File: src/rtl/calc_pkg.sv
// rtl/calc_pkg.sv - key codes, ALU op encodings and controller states for calc_controller
package calc_pkg;

  localparam logic [3:0] KEY_ADD = 4'd10;
  localparam logic [3:0] KEY_SUB = 4'd11;
  localparam logic [3:0] KEY_MUL = 4'd12;
  localparam logic [3:0] KEY_DIV = 4'd13;
  localparam logic [3:0] KEY_EQ  = 4'd14;
  localparam logic [3:0] KEY_CLR = 4'd15;

  localparam logic [1:0] OP_ADD = 2'b00;
  localparam logic [1:0] OP_SUB = 2'b01;
  localparam logic [1:0] OP_MUL = 2'b10;
  localparam logic [1:0] OP_DIV = 2'b11;

  typedef enum logic [2:0] {
    ENTER_A,
    OP_SEEN,
    ENTER_B,
    EXEC,
    CAPTURE,
    SHOW,
    ERR
  } calc_state_t;

  function automatic logic is_digit(input logic [3:0] code);
    return code <= 4'd9;
  endfunction

  function automatic logic is_op_key(input logic [3:0] code);
    return (code >= KEY_ADD) && (code <= KEY_DIV);
  endfunction

  // Operator keys are contiguous, so the op encoding is simply the offset from KEY_ADD.
  function automatic logic [1:0] key_to_op(input logic [3:0] code);
    logic [3:0] off;
    off = code - KEY_ADD;
    return off[1:0];
  endfunction

endpackage

File: src/rtl/calc_digit_acc.sv
// rtl/calc_digit_acc.sv - acc*10+digit at 2N+4 bits; holds acc when the result exceeds N bits
module calc_digit_acc #(
  parameter int N = 32
) (
  input  logic [N-1:0] acc_i,
  input  logic [3:0]   digit_i,
  output logic [N-1:0] acc_o,
  output logic         ovf_o
);
  localparam int W = 2 * N + 4;

  logic [W-1:0] wide;

  assign wide  = ({{(N + 4){1'b0}}, acc_i} * W'(10)) + W'(digit_i);
  assign ovf_o = |wide[W-1:N];
  assign acc_o = ovf_o ? acc_i : wide[N-1:0];

endmodule

File: src/rtl/calc_controller.sv
// rtl/calc_controller.sv - keypad-driven initiator for n_bit_alu: operand entry, op select, result capture
module calc_controller
  import calc_pkg::*;
#(
  parameter int N = 32
) (
  input  logic         clk,
  input  logic         rst,
  input  logic         key_valid,
  input  logic [3:0]   key_code,
  output logic         key_ready,
  output logic [N-1:0] alu_a,
  output logic [N-1:0] alu_b,
  output logic [1:0]   alu_op,
  input  logic [N-1:0] alu_result,
  output logic [N-1:0] display,
  output logic         error
);

  calc_state_t  state_q;
  logic [N-1:0] acc_q;
  logic [N-1:0] alu_a_q;
  logic [N-1:0] alu_b_q;
  logic [1:0]   alu_op_q;
  logic [N-1:0] display_q;
  logic         error_q;
  logic [1:0]   pend_op_q;
  logic         pend_valid_q;

  logic [N-1:0] acc_next;
  logic         acc_ovf;
  logic         accept;
  logic [N-1:0] digit_val;

  calc_digit_acc #(.N(N)) u_digit_acc (
    .acc_i   (acc_q),
    .digit_i (key_code),
    .acc_o   (acc_next),
    .ovf_o   (acc_ovf)
  );

  assign key_ready = (state_q != EXEC) && (state_q != CAPTURE);
  assign accept    = key_valid && key_ready;
  assign digit_val = {{(N - 4){1'b0}}, key_code};

  always_ff @(posedge clk) begin
    if (rst || (accept && key_code == KEY_CLR)) begin
      state_q      <= ENTER_A;
      acc_q        <= '0;
      alu_a_q      <= '0;
      alu_b_q      <= '0;
      alu_op_q     <= OP_ADD;
      display_q    <= '0;
      error_q      <= 1'b0;
      pend_op_q    <= OP_ADD;
      pend_valid_q <= 1'b0;
    end else begin
      case (state_q)
        ENTER_A, ENTER_B: begin
          if (accept && is_digit(key_code)) begin
            acc_q     <= acc_ovf ? acc_q : acc_next;
            display_q <= acc_next;
          end else if (accept && state_q == ENTER_A && is_op_key(key_code)) begin
            alu_a_q  <= acc_q;
            alu_op_q <= key_to_op(key_code);
            acc_q    <= '0;
            state_q  <= OP_SEEN;
          end else if (accept && state_q == ENTER_A && key_code == KEY_EQ) begin
            display_q <= acc_q;
          end else if (accept) begin
            // ENTER_B: an op key both finishes this calculation and queues the next op.
            alu_b_q      <= acc_q;
            pend_op_q    <= key_to_op(key_code);
            pend_valid_q <= is_op_key(key_code);
            state_q      <= EXEC;
          end
        end
        OP_SEEN: begin
          if (accept && is_digit(key_code)) begin
            acc_q     <= digit_val;
            display_q <= digit_val;
            state_q   <= ENTER_B;
          end else if (accept && is_op_key(key_code)) begin
            alu_op_q <= key_to_op(key_code);
          end else if (accept) begin
            alu_b_q <= alu_a_q;
            state_q <= EXEC;
          end
        end
        EXEC: begin
          if (alu_op_q == OP_DIV && alu_b_q == '0) begin
            error_q   <= 1'b1;
            display_q <= '0;
            state_q   <= ERR;
          end else begin
            state_q <= CAPTURE;
          end
        end
        CAPTURE: begin
          display_q <= alu_result;
          alu_a_q   <= alu_result;
          acc_q     <= '0;
          if (pend_valid_q) begin
            alu_op_q     <= pend_op_q;
            pend_valid_q <= 1'b0;
            state_q      <= OP_SEEN;
          end else begin
            state_q <= SHOW;
          end
        end
        SHOW: begin
          if (accept && is_digit(key_code)) begin
            acc_q     <= digit_val;
            display_q <= digit_val;
            state_q   <= ENTER_A;
          end else if (accept && is_op_key(key_code)) begin
            alu_op_q <= key_to_op(key_code);
            state_q  <= OP_SEEN;
          end else if (accept) begin
            state_q <= EXEC;
          end
        end
        ERR: begin
          state_q <= ERR;
        end
        default: begin
          state_q <= ENTER_A;
        end
      endcase
    end
  end

  assign alu_a   = alu_a_q;
  assign alu_b   = alu_b_q;
  assign alu_op  = alu_op_q;
  assign display = display_q;
  assign error   = error_q;

endmodule
File: config.mk
export PLATFORM = sky130hd
export DESIGN_NAME = calc_controller
export DESIGN_NICKNAME = d
export VERILOG_FILES = /design/src/rtl/calc_pkg.sv /design/src/rtl/calc_digit_acc.sv /design/src/rtl/calc_controller.sv
export SDC_FILE = /design/constraint.sdc
export NUM_CORES = 1
export LEC_CHECK = 0
export BUFFER_PORTS_ARGS = -buffer_cell sky130_fd_sc_hd__buf_2
export CELL_PAD_IN_SITES_DETAIL_PLACEMENT = 1
export CELL_PAD_IN_SITES_GLOBAL_PLACEMENT = 1
export CORE_ASPECT_RATIO = 1.5
export CORE_UTILIZATION = 43
export DETAILED_ROUTE_END_ITERATION = 8
export HOLD_SLACK_MARGIN = 0.12
export PLACE_DENSITY = 0.86
export SLEW_MARGIN = 15
export SYNTH_ARGS = -nofsm -noshare
export SYNTH_HDL_FRONTEND = slang
export SYNTH_SLANG_ARGS = --single-unit
export TNS_END_PERCENT = 50
File: constraint.sdc
create_clock -name clk -period 6.1 [get_ports clk]
set_clock_uncertainty 0.2 [all_clocks]
set_input_delay 0.61 -clock clk [delete_from_list [all_inputs] [get_ports clk]]
set_output_delay 0.61 -clock clk [all_outputs]
set_load 0.01 [all_outputs]
* Word-level counts from Yosys, hierarchy flattened *
Index checks and enable logic that the tools add are counted.
Widths: inputs -> output; s select.

storage, ports and cells
  output and inout bits = 100
  memory bits (writable) = 0
  register bits after elaboration = 137
  memory bits (read-only) = 0
  bits of input ports = 39
  latch bits = 0
  word-level logic and storage cells = 121
  memories kept = 0

cells by class
  $add $sub $neg = 2
  div/mod/pow operators = 0
  $lt $le $gt $ge = 3
  bitwise logic cells = 3
  equality and inequality tests = 30
  multiply operators = 1
  shift-type cells = 0
  mux-type cells = 44
  reductions and logical operators = 29

operator list
  cell                   number
  $mux 32                18
  $pmux 32 s2            2
  $pmux 32 s4            1
  $pmux 32 s3            1
  $add 36x4->37          1
  $reduce_or 36->1       1
  $mul 32x3->35 const B  1
  $logic_not 32->1       1
  $mux 3                 9
  $ne 2x2->1 const B     11
  $ne 3x3->1 const B     7
  $pmux 3 s6             1
  $reduce_and 5->1       3
  $mux 2                 6
  $logic_and 1x1->1      10
  $eq 3x3->1 const B     3
  $eq 4x4->1 const B     2
  $le 4x4->1 const B     2
  $reduce_and 8->1       1
  $eq 3x2->1 const B     2
  $pmux 2 s3             1
  $reduce_and 3->1       2
  $reduce_and 6->1       1
  $ge 4x4->1 const B     1
  16 further kinds       24

* Longest topological paths before layout *
Gate-level depths: netlist (run 1).

  depth after elaboration = 9
  mapped depth = 18
  depth with buffers taken out = 16

* By module *
A second synthesis (run 1) with hierarchy kept.

second synthesis, totals
  cells, all modules = 1179
  area total of the unflattened synthesis = 10303.6 µm²

modules (own cells, without submodules)
  module           instances  seq. area each (µm²)  area an instance (µm²)  cells an instance
  calc_controller  1          2742.6                6698.9                  714
  calc_digit_acc   1          0.0                   3604.7                  465

* Worst setup path before layout (run 1) *
OpenSTA, ideal clock, no wires.

  path kind = register to register
  start point = reg acc_q[3]
  end point = reg display_q[17], in the netlist display[17]
  setup time = 0.136 ns
  setup slack = 1.758 ns
  period minus slack after synthesis = 4.342 ns
  cell stages (with the launch flop) = 19
  arrival time = 4.005 ns
  required time = 5.764 ns
  path buffers = 2
  cells stage by stage = dfxtp_1 > ha_1 > ha_1 > inv_1 > fa_1 > nor2b_1 > o31a_1 > nor3_1 > nor4b_2 > nand4_2 > nor4_1 > nand4_1 > or4_4 > and2_4 > and4_1 > buf_4 > buf_6 > a32oi_1 > a31oi_1

on the way
  word-level cells in the longest chain between the ends = 6

RTL lines
  what                    RTL line                RTL
  from (decl)             calc_controller.sv:21   logic [N-1:0] acc_q;
  from (signal assigned)  calc_controller.sv:61   acc_q <= acc_ovf ? acc_q : acc_next;
  from (signal assigned)  calc_controller.sv:80   acc_q <= digit_val;
  from (signal assigned)  calc_controller.sv:113  acc_q <= digit_val;
  $mul 32x3->35 *         calc_digit_acc.sv:14    assign wide = ({{(N + 4){1'b0}}, acc_i} * W'(10)) + W'(digit_i);
  $add 36x4->37 *         calc_digit_acc.sv:14
  $reduce_or 36->1        calc_digit_acc.sv:15    assign ovf_o = |wide[W-1:N];
  $mux 32 *               calc_digit_acc.sv:16    assign acc_o = ovf_o ? acc_i : wide[N-1:0];
  $mux 32 *               calc_controller.sv:60   if (accept && is_digit(key_code)) begin
  $pmux 32 s4 *           calc_controller.sv:58   case (state_q)
  to (signal assigned)    calc_controller.sv:62   display_q <= acc_next;
  to (signal assigned)    calc_controller.sv:69   display_q <= acc_q;
  to (signal assigned)    calc_controller.sv:81   display_q <= digit_val;
  to (decl)               calc_controller.sv:25   logic [N-1:0] display_q;

Every way passes the cells marked *; elsewhere a longest branch is shown, timed or not.
A chain may end at the register's enable or synchronous reset.

* Worst setup path after layout (run 1) *
  start point = reg acc_q[2]
  end point = reg display_q[7], in the netlist display[7]

The elaborated chain is that of the path after synthesis.

==> results of run 1 <==
synthesized netlist by cell type (3+ instances only):
| cell type | instances | share of area [%] |
|---|---|---|
| a211o_1 | 3 | 0.28 |
| a211oi_1 | 44 | 3.5 |
| a211oi_2 | 3 | 0.40 |
| a21boi_0 | 3 | 0.24 |
| a21o_1 | 15 | 1.2 |
| a21oi_1 | 52 | 2.8 |
| a22oi_1 | 33 | 2.7 |
| a311oi_1 | 29 | 2.7 |
| a31oi_1 | 36 | 2.4 |
| a32oi_1 | 27 | 2.5 |
| and2_1 | 6 | 0.40 |
| and3_1 | 11 | 0.74 |
| and4_1 | 5 | 0.47 |
| buf_2 | 13 | 0.70 |
| buf_4 | 5 | 0.40 |
| buf_6 | 4 | 0.48 |
| clkbuf_1 | 52 | 2.1 |
| dfxtp_1 | 137 | 29 |
| ha_1 | 63 | 8.4 |
| inv_1 | 12 | 0.48 |
| mux2i_1 | 41 | 4.4 |
| nand2_1 | 123 | 4.9 |
| nand2b_1 | 3 | 0.20 |
| nand3_1 | 18 | 0.96 |
| nand3b_1 | 3 | 0.24 |
| nand4_1 | 12 | 0.80 |
| nor2_1 | 157 | 6.3 |
| nor2b_1 | 6 | 0.40 |
| nor3_1 | 21 | 1.1 |
| nor4_1 | 17 | 1.1 |
| o2111ai_1 | 3 | 0.28 |
| o211ai_1 | 9 | 0.72 |
| o21a_1 | 6 | 0.48 |
| o21ai_0 | 57 | 3.1 |
| o21ai_1 | 9 | 0.48 |
| o21bai_1 | 3 | 0.24 |
| o22ai_1 | 8 | 0.54 |
| o31a_1 | 4 | 0.37 |
| o31ai_1 | 5 | 0.40 |
| or2_2 | 3 | 0.20 |
| or4_1 | 4 | 0.32 |
| xnor2_1 | 28 | 2.6 |
| xor2_1 | 18 | 1.7 |
worst max-delay path: stages (launching register included):
cell and delay, ns:
dfxtp_1 0.56, ha_1 0.25, ha_1 0.22, inv_1 0.07, fa_1 0.40, nor2b_1 0.24
o31a_1 0.35, nor3_1 0.14, nor4b_2 0.37, nand4_2 0.29, nor4_2 0.40, nand3_2 0.16
or3_1 0.43, o21ai_1 0.25, nand4_2 0.33, buf_4 0.34, a32oi_1 0.30, a31oi_1 0.14
sequential cells by signal, indices dropped and copies added, names as in the netlist:
signal,cells
alu_a,32
alu_op,2
error,1
pend_valid_q,1
acc_q,32
state_q,3
display,32
pend_op_q,2
alu_b,32
through the flow:
step | setup WS [ns] | area, um^2 | std cells | utilization (%) | hold WS (ns)
final | 0.498 | 10800 | 1535 | 50.9 | 0.276
after detailed placement | 0.682 | 10200 | 1508 | 48.3 | 0.263
after global routing | 0.302 | 10800 | 1535 | 50.9 | 0.299
after global placement | 0.853 | 10200 | 1508 | 48.3 | 0.247
after floorplan | 1.76 | 9340 | 1160 | - | 0.264
after CTS | 0.616 | 10800 | 1535 | 50.9 | 0.279
routing by layer:
| layer | track usage [%] | vias up |
|---|---|---|
| met4 | 17.8 | 0 |
| met1 | 36.7 | 4929 |
| met5 | 0 | - |
| li1 | - | 4573 |
| met2 | 57.4 | 377 |
| met3 | 3.56 | 113 |
worst paths after layout:
check | from | end | slack (ns) | cells after the start
setup / recovery | acc_q[2] | display[7] | 0.50 | 17
hold / removal | error | error | 0.28 | 2
setup reg to reg | acc_q[2] | display[7] | 0.50 | 17
hold reg to reg | error | error | 0.28 | 2
cell families (layout without fill, tap and decap cells):
group | after synthesis | count (layout)
DFF | 137 | 137
adders and majority gates | 65 | 65
xor gates and xnor gates | 46 | 46
buffers and inverters | 90 | 197
and+or+nand+nor | 409 | 409
muxes | 42 | 42
AOI/OAI and AO/OA | 371 | 371
cell type report:
type	instances	area [um^2]	share of cell area (%)
flip-flops and latches	137	2740	25.5
multi-input cells	933	6260	58.1
clock buffers	24	512	4.75
repair buffers	156	826	7.67
clock inverters	3	40.0	0.372
inverters	14	52.6	0.488
well taps	268	335	3.11
report_power, final:
part	internal (mW)	total (mW)	leakage, nW	switching [mW]
clock	0.613	0.989	0.276	0.376
sequential	0.974	1.06	1.12	0.0830
combinational	0.199	0.553	3.07	0.353
total	1.79	2.60	4.47	0.812
cell usage in the layout (no fill, tap or decap), types with 4 or more instances in the layout:
| cell | n |
|---|---|
| nor2_1 | 156 |
| buf_2 | 138 |
| dfxtp_1 | 137 |
| nand2_1 | 123 |
| ha_1 | 63 |
| o21ai_0 | 57 |
| a21oi_1 | 51 |
| a211oi_1 | 44 |
| mux2i_1 | 40 |
| a31oi_1 | 36 |
| a22oi_1 | 33 |
| a311oi_1 | 29 |
| xnor2_1 | 28 |
| a32oi_1 | 27 |
| nor3_1 | 20 |
| nand3_1 | 18 |
| xor2_1 | 18 |
| buf_4 | 18 |
| clkbuf_16 | 17 |
| nor4_1 | 16 |
| a21o_1 | 15 |
| inv_1 | 12 |
| nand4_1 | 12 |
| and3_1 | 11 |
| o211ai_1 | 9 |
| o21ai_1 | 9 |
| o22ai_1 | 7 |
| nor2b_1 | 6 |
| o21a_1 | 6 |
| and2_1 | 6 |
| clkbuf_8 | 6 |
| o31ai_1 | 5 |
| and4_1 | 5 |
| o31a_1 | 4 |
| or4_1 | 4 |
==> results.py, run 1 <==
metrics = {
    "outcome": {
        "status": "completed",
    },
    "yosys": {
        "synth.avg_cell_area_um2": 8.06,
        "synth_edf_count": 0,
        "ys_ff_latch": 137,
        "synthAdderAreaFrac_pct": 8.86,
        "synth_cells": 1160,
        "synthSimpleGateAreaFrac_pct": 20.8,
        "synth_top_family_by_area": "compound AO/OA/AOI/OAI gates",
        "ys_types": 82,
        "seq_area_frac_synth_pct": 29.4,
        "synth_xor_area_share_pct": 4.31,
        "synth.mux.area_fraction_pct": 4.51,
        "yosys_warnings": 0,
        "ys.flop_type": "dfxtp_1",
        "netlist_area_um2": 9340,
        "async_flop_share_pct": 0,
        "synth_nets": 1264,
        "synth_compound_area_share_pct": 27.8,
    },
    "drt": {
        "first_pass_iters": 5,
        "viasPerCell": 6.51,
        "drt-met1-wl_mm": 13.9,
        "wl_met3_mm": 1.51,
        "vias": 9992,
        "routedWlPerCell_um": 23.2,
        "dr_wl_met2_mm": 18.5,
        "postRouteAntennaNets": 0,
        "drt_wl_total_mm": 35.7,
        "drc": 0,
        "dr.max_layer_used": "met4",
        "first_iter_violations": 566,
    },
    "grt": {
        "grt_util_all_layers_pct": 32.2,
        "grt_pass1_wl_mm": 55.7,
        "antenna_found_initial": 0,
        "grt_max_degree": 57,
        "grt_overflow": 0,
        "grt_pass1_vias": 10155,
    },
    "placed_design": {
        "gp_congestion": 0.896,
        "portBuffers": 138,
        "dp_hpwl_mm": 26.5,
    },
    "sta": {
        "min_period_ns": 5.60,
        "rsz0062_at_grt": "no",
        "hold_viol": 0,
        "drv_slew": 0,
        "tightest_slew_ns": 0.991,
        "period_share_pct": 91.8,
        "finalSetupViolCount": 0,
        "tns_ns": 0,
        "max_freq_mhz": 178,
        "slew_headroom_pct": 33.3,
    },
    "floorplan": {
        "coreArea_um2": 21100,
        "die_y_um": 183,
        "dieWidth_um": 122,
        "io-pin-count": 139,
        "std_cell_rows": 65,
        "initial_utilization_pct": 44.2,
        "die_area_um2": 22300,
    },
    "layout": {
        "n_fill_cell": 2608,
        "drive_gt1_share_pct": 17.3,
        "diodes": 0,
        "area_delta_synth_final_pct": 15.2,
        "nets": 1363,
    },
    "worst_setup_path": {
        "startpoint_type": "register",
        "crit_arrival_ns": 5.68,
        "required_ns": 6.18,
        "worstPathMaxFanout": 21,
        "critPathKind": "reg -> reg",
        "endpoint_kind": "register",
    },
    "clocking": {
        "clk_pin_slew_ns": 0.06,
        "cts-buffers-inserted": 17,
        "cts_sinks": 137,
        "cts_tree": "yes",
        "clockBufferDepth": 2,
        "clockRootBuffer": "clkbuf_16",
        "cts_setup_buffers": 0,
        "htreeDepth": 4,
        "cts.hold.buffers_added": 0,
        "clock_latency_ns": 0.42,
        "cts_resized": 0,
    },
    "power_and_ir_drop": {
        "powerDensity_nw_per_um2": 241,
        "p_leak_nw": 4.47,
        "total_power_mw": 2.60,
        "ir_worst_vdd_mv": 0.166,
    },
    "hold_path": {
        "hp-class": "reg -> reg",
    },
    "flow_run": {
        "max-cap-violations": 0,
    },
}
Note: power is estimated with default switching activity, not from simulation.
==> run 2, diff against run 1 <==
--- a/config.mk
+++ b/config.mk
@@ -10,10 +10,11 @@
 export CELL_PAD_IN_SITES_GLOBAL_PLACEMENT = 1
 export CORE_ASPECT_RATIO = 1.5
 export CORE_UTILIZATION = 43
+export CTS_CLUSTER_SIZE = 10
 export DETAILED_ROUTE_END_ITERATION = 8
 export HOLD_SLACK_MARGIN = 0.12
-export PLACE_DENSITY = 0.86
-export SLEW_MARGIN = 15
+export PLACE_DENSITY = 0.9
+export SLEW_MARGIN = 30
 export SYNTH_ARGS = -nofsm -noshare
 export SYNTH_HDL_FRONTEND = slang
 export SYNTH_SLANG_ARGS = --single-unit
==> results.py, run 2 (same netlist as run 1, synthesis figures left out) <==
metrics = {
    "outcome": {
        "status": "completed",
    },
    "worst_setup_path": {
        "endpoint_kind": "register",
        "worstReg2RegStart": "acc_q[2]",
        "critPathKind": "reg -> reg",
        "required_ns": 6.17,
        "regToRegSetupSlack_ns": 0.40,
        "startpoint_type": "register",
        "worstPathMaxFanout": 31,
        "reg2reg_depth": 16,
        "crit_arrival_ns": 5.78,
        "r2r-end": "display[16]",
    },
    "drt": {
        "postRouteAntennaNets": 0,
        "first_iter_violations": 930,
        "drc": 0,
        "first_pass_iters": 5,
        "dr.max_layer_used": "met4",
        "routedWlPerCell_um": 24.4,
        "viasPerCell": 6.68,
        "wl_met3_mm": 2.22,
        "vias": 10261,
        "drt-met1-wl_mm": 13.8,
        "dr_wl_met2_mm": 19.0,
        "drt_wl_total_mm": 37.5,
    },
    "layout": {
        "area_delta_synth_final_pct": 15.5,
        "final_core_util_pct": 51.0,
        "diodes": 0,
        "nets": 1362,
        "final_area_um2": 10800,
        "regArea_um2": 2740,
        "n_fill_cell": 2577,
        "multiInputGateArea_um2": 6280,
        "final_common_cell": "nor2_1",
        "drive_gt1_share_pct": 17.6,
        "final_cell_mix": "nor2_1, buf_2, dfxtp_1, nand2_1, ha_1",
    },
    "hold_path": {
        "hold_depth": 3,
        "whs_endpoint": "alu_a[11]",
        "hp-start": "alu_result[11]",
        "hp-class": "in -> reg",
    },
    "power_and_ir_drop": {
        "ir_worst_vdd_mv": 0.189,
        "powerDensity_nw_per_um2": 243,
        "p_leak_nw": 4.46,
    },
    "floorplan": {
        "die_area_um2": 22300,
        "std_cell_rows": 65,
        "dieWidth_um": 122,
        "io-pin-count": 139,
        "coreArea_um2": 21100,
        "die_y_um": 183,
        "initial_utilization_pct": 44.2,
    },
    "placed_design": {
        "dp_slack_ns": 0.156,
        "portBuffers": 138,
        "dp_hpwl_mm": 27.0,
        "gp_congestion": 0.958,
        "dpl_cell_area_um2": 10200,
    },
    "clocking": {
        "cts_setup_buffers": 0,
        "cts_resized": 0,
        "clockRootBuffer": "clkbuf_16",
        "cts_tree": "yes",
        "clockBufferDepth": 2,
        "cts_sinks": 137,
        "htreeDepth": 4,
        "cts-buffers-inserted": 17,
        "clock_latency_ns": 0.44,
        "cts.hold.buffers_added": 0,
        "clk_pin_slew_ns": 0.06,
    },
    "sta": {
        "drv_slew": 0,
        "period_share_pct": 93.5,
        "tightest_slew_ns": 0.857,
        "worst_slack_ns": 0.396,
        "tns_ns": 0,
        "rsz0062_at_grt": "no",
        "hold_viol": 0,
        "finalSetupViolCount": 0,
        "max_freq_mhz": 175,
        "min_period_ns": 5.70,
        "slew_headroom_pct": 42.7,
        "holdWs_ns": 0.273,
    },
    "flow_run": {
        "max-cap-violations": 0,
    },
    "grt": {
        "grt_overflow": 0,
        "grt_pass1_wl_mm": 59.0,
        "grt_pass1_vias": 10847,
        "grt_max_degree": 61,
        "antenna_found_initial": 0,
        "grt_util_all_layers_pct": 34.0,
    },
}
run 2: worst max path at each step:
stage              from           to  slack [ns]  depth (start not counted)
2_1_floorplan  acc_q[3]  display[17]        1.76                         18
3_3_place_gp   acc_q[2]  display[12]        0.47                         16
3_5_place_dp   acc_q[2]  display[11]        0.16                         16
4_1_cts        acc_q[2]  display[16]         0.1                         16
5_1_grt        acc_q[2]  display[16]        0.08                         16
6_report       acc_q[2]  display[16]        0.40                         16
run 2: worst max-delay path, stage by stage, from the launching register on:
cell and delay (ns):
dfxtp_1 0.54, ha_1 0.23, ha_1 0.21, inv_1 0.07
fa_1 0.40, nor2b_1 0.29, o31a_1 0.36, o21ai_1 0.15
xnor2_1 0.42, nand4_2 0.27, nor4_2 0.38, nand3_2 0.14
or3_1 0.46, o21ai_1 0.31, nand4_4 0.54, a32oi_1 0.42
a31oi_1 0.13
run 2: final cells by class:
cell class | instances | area share (%)
multi-input cells | 933 | 58.2
flip-flops and latches | 137 | 25.4
repair buffers | 155 | 7.77
clock buffers | 19 | 4.11
well taps | 268 | 3.11
clock inverters | 11 | 0.939
inverters | 14 | 0.487
run 2: metrics by stage:
stage	power, mW	std cells
global placement	1.60	1506
floorplan	1.40	1160
CTS	2.60	1537
detailed placement	1.62	1507
finish	2.62	1537
global route	2.71	1537
run 2: layer usage:
metal / vias up / GRT usage, %
met5: - / 0
met4: 0 / 23.1
met3: 180 / 5.13
met2: 517 / 59.0
met1: 4989 / 37.5
li1: 4575 / -
run 2: power by group:
part / switching [mW] / total (mW) / leakage (nW) / internal (mW)
logic: 0.380 / 0.584 / 3.08 / 0.204
registers: 0.0841 / 1.06 / 1.12 / 0.973
clock network: 0.417 / 0.982 / 0.257 / 0.565
total: 0.882 / 2.62 / 4.46 / 1.74
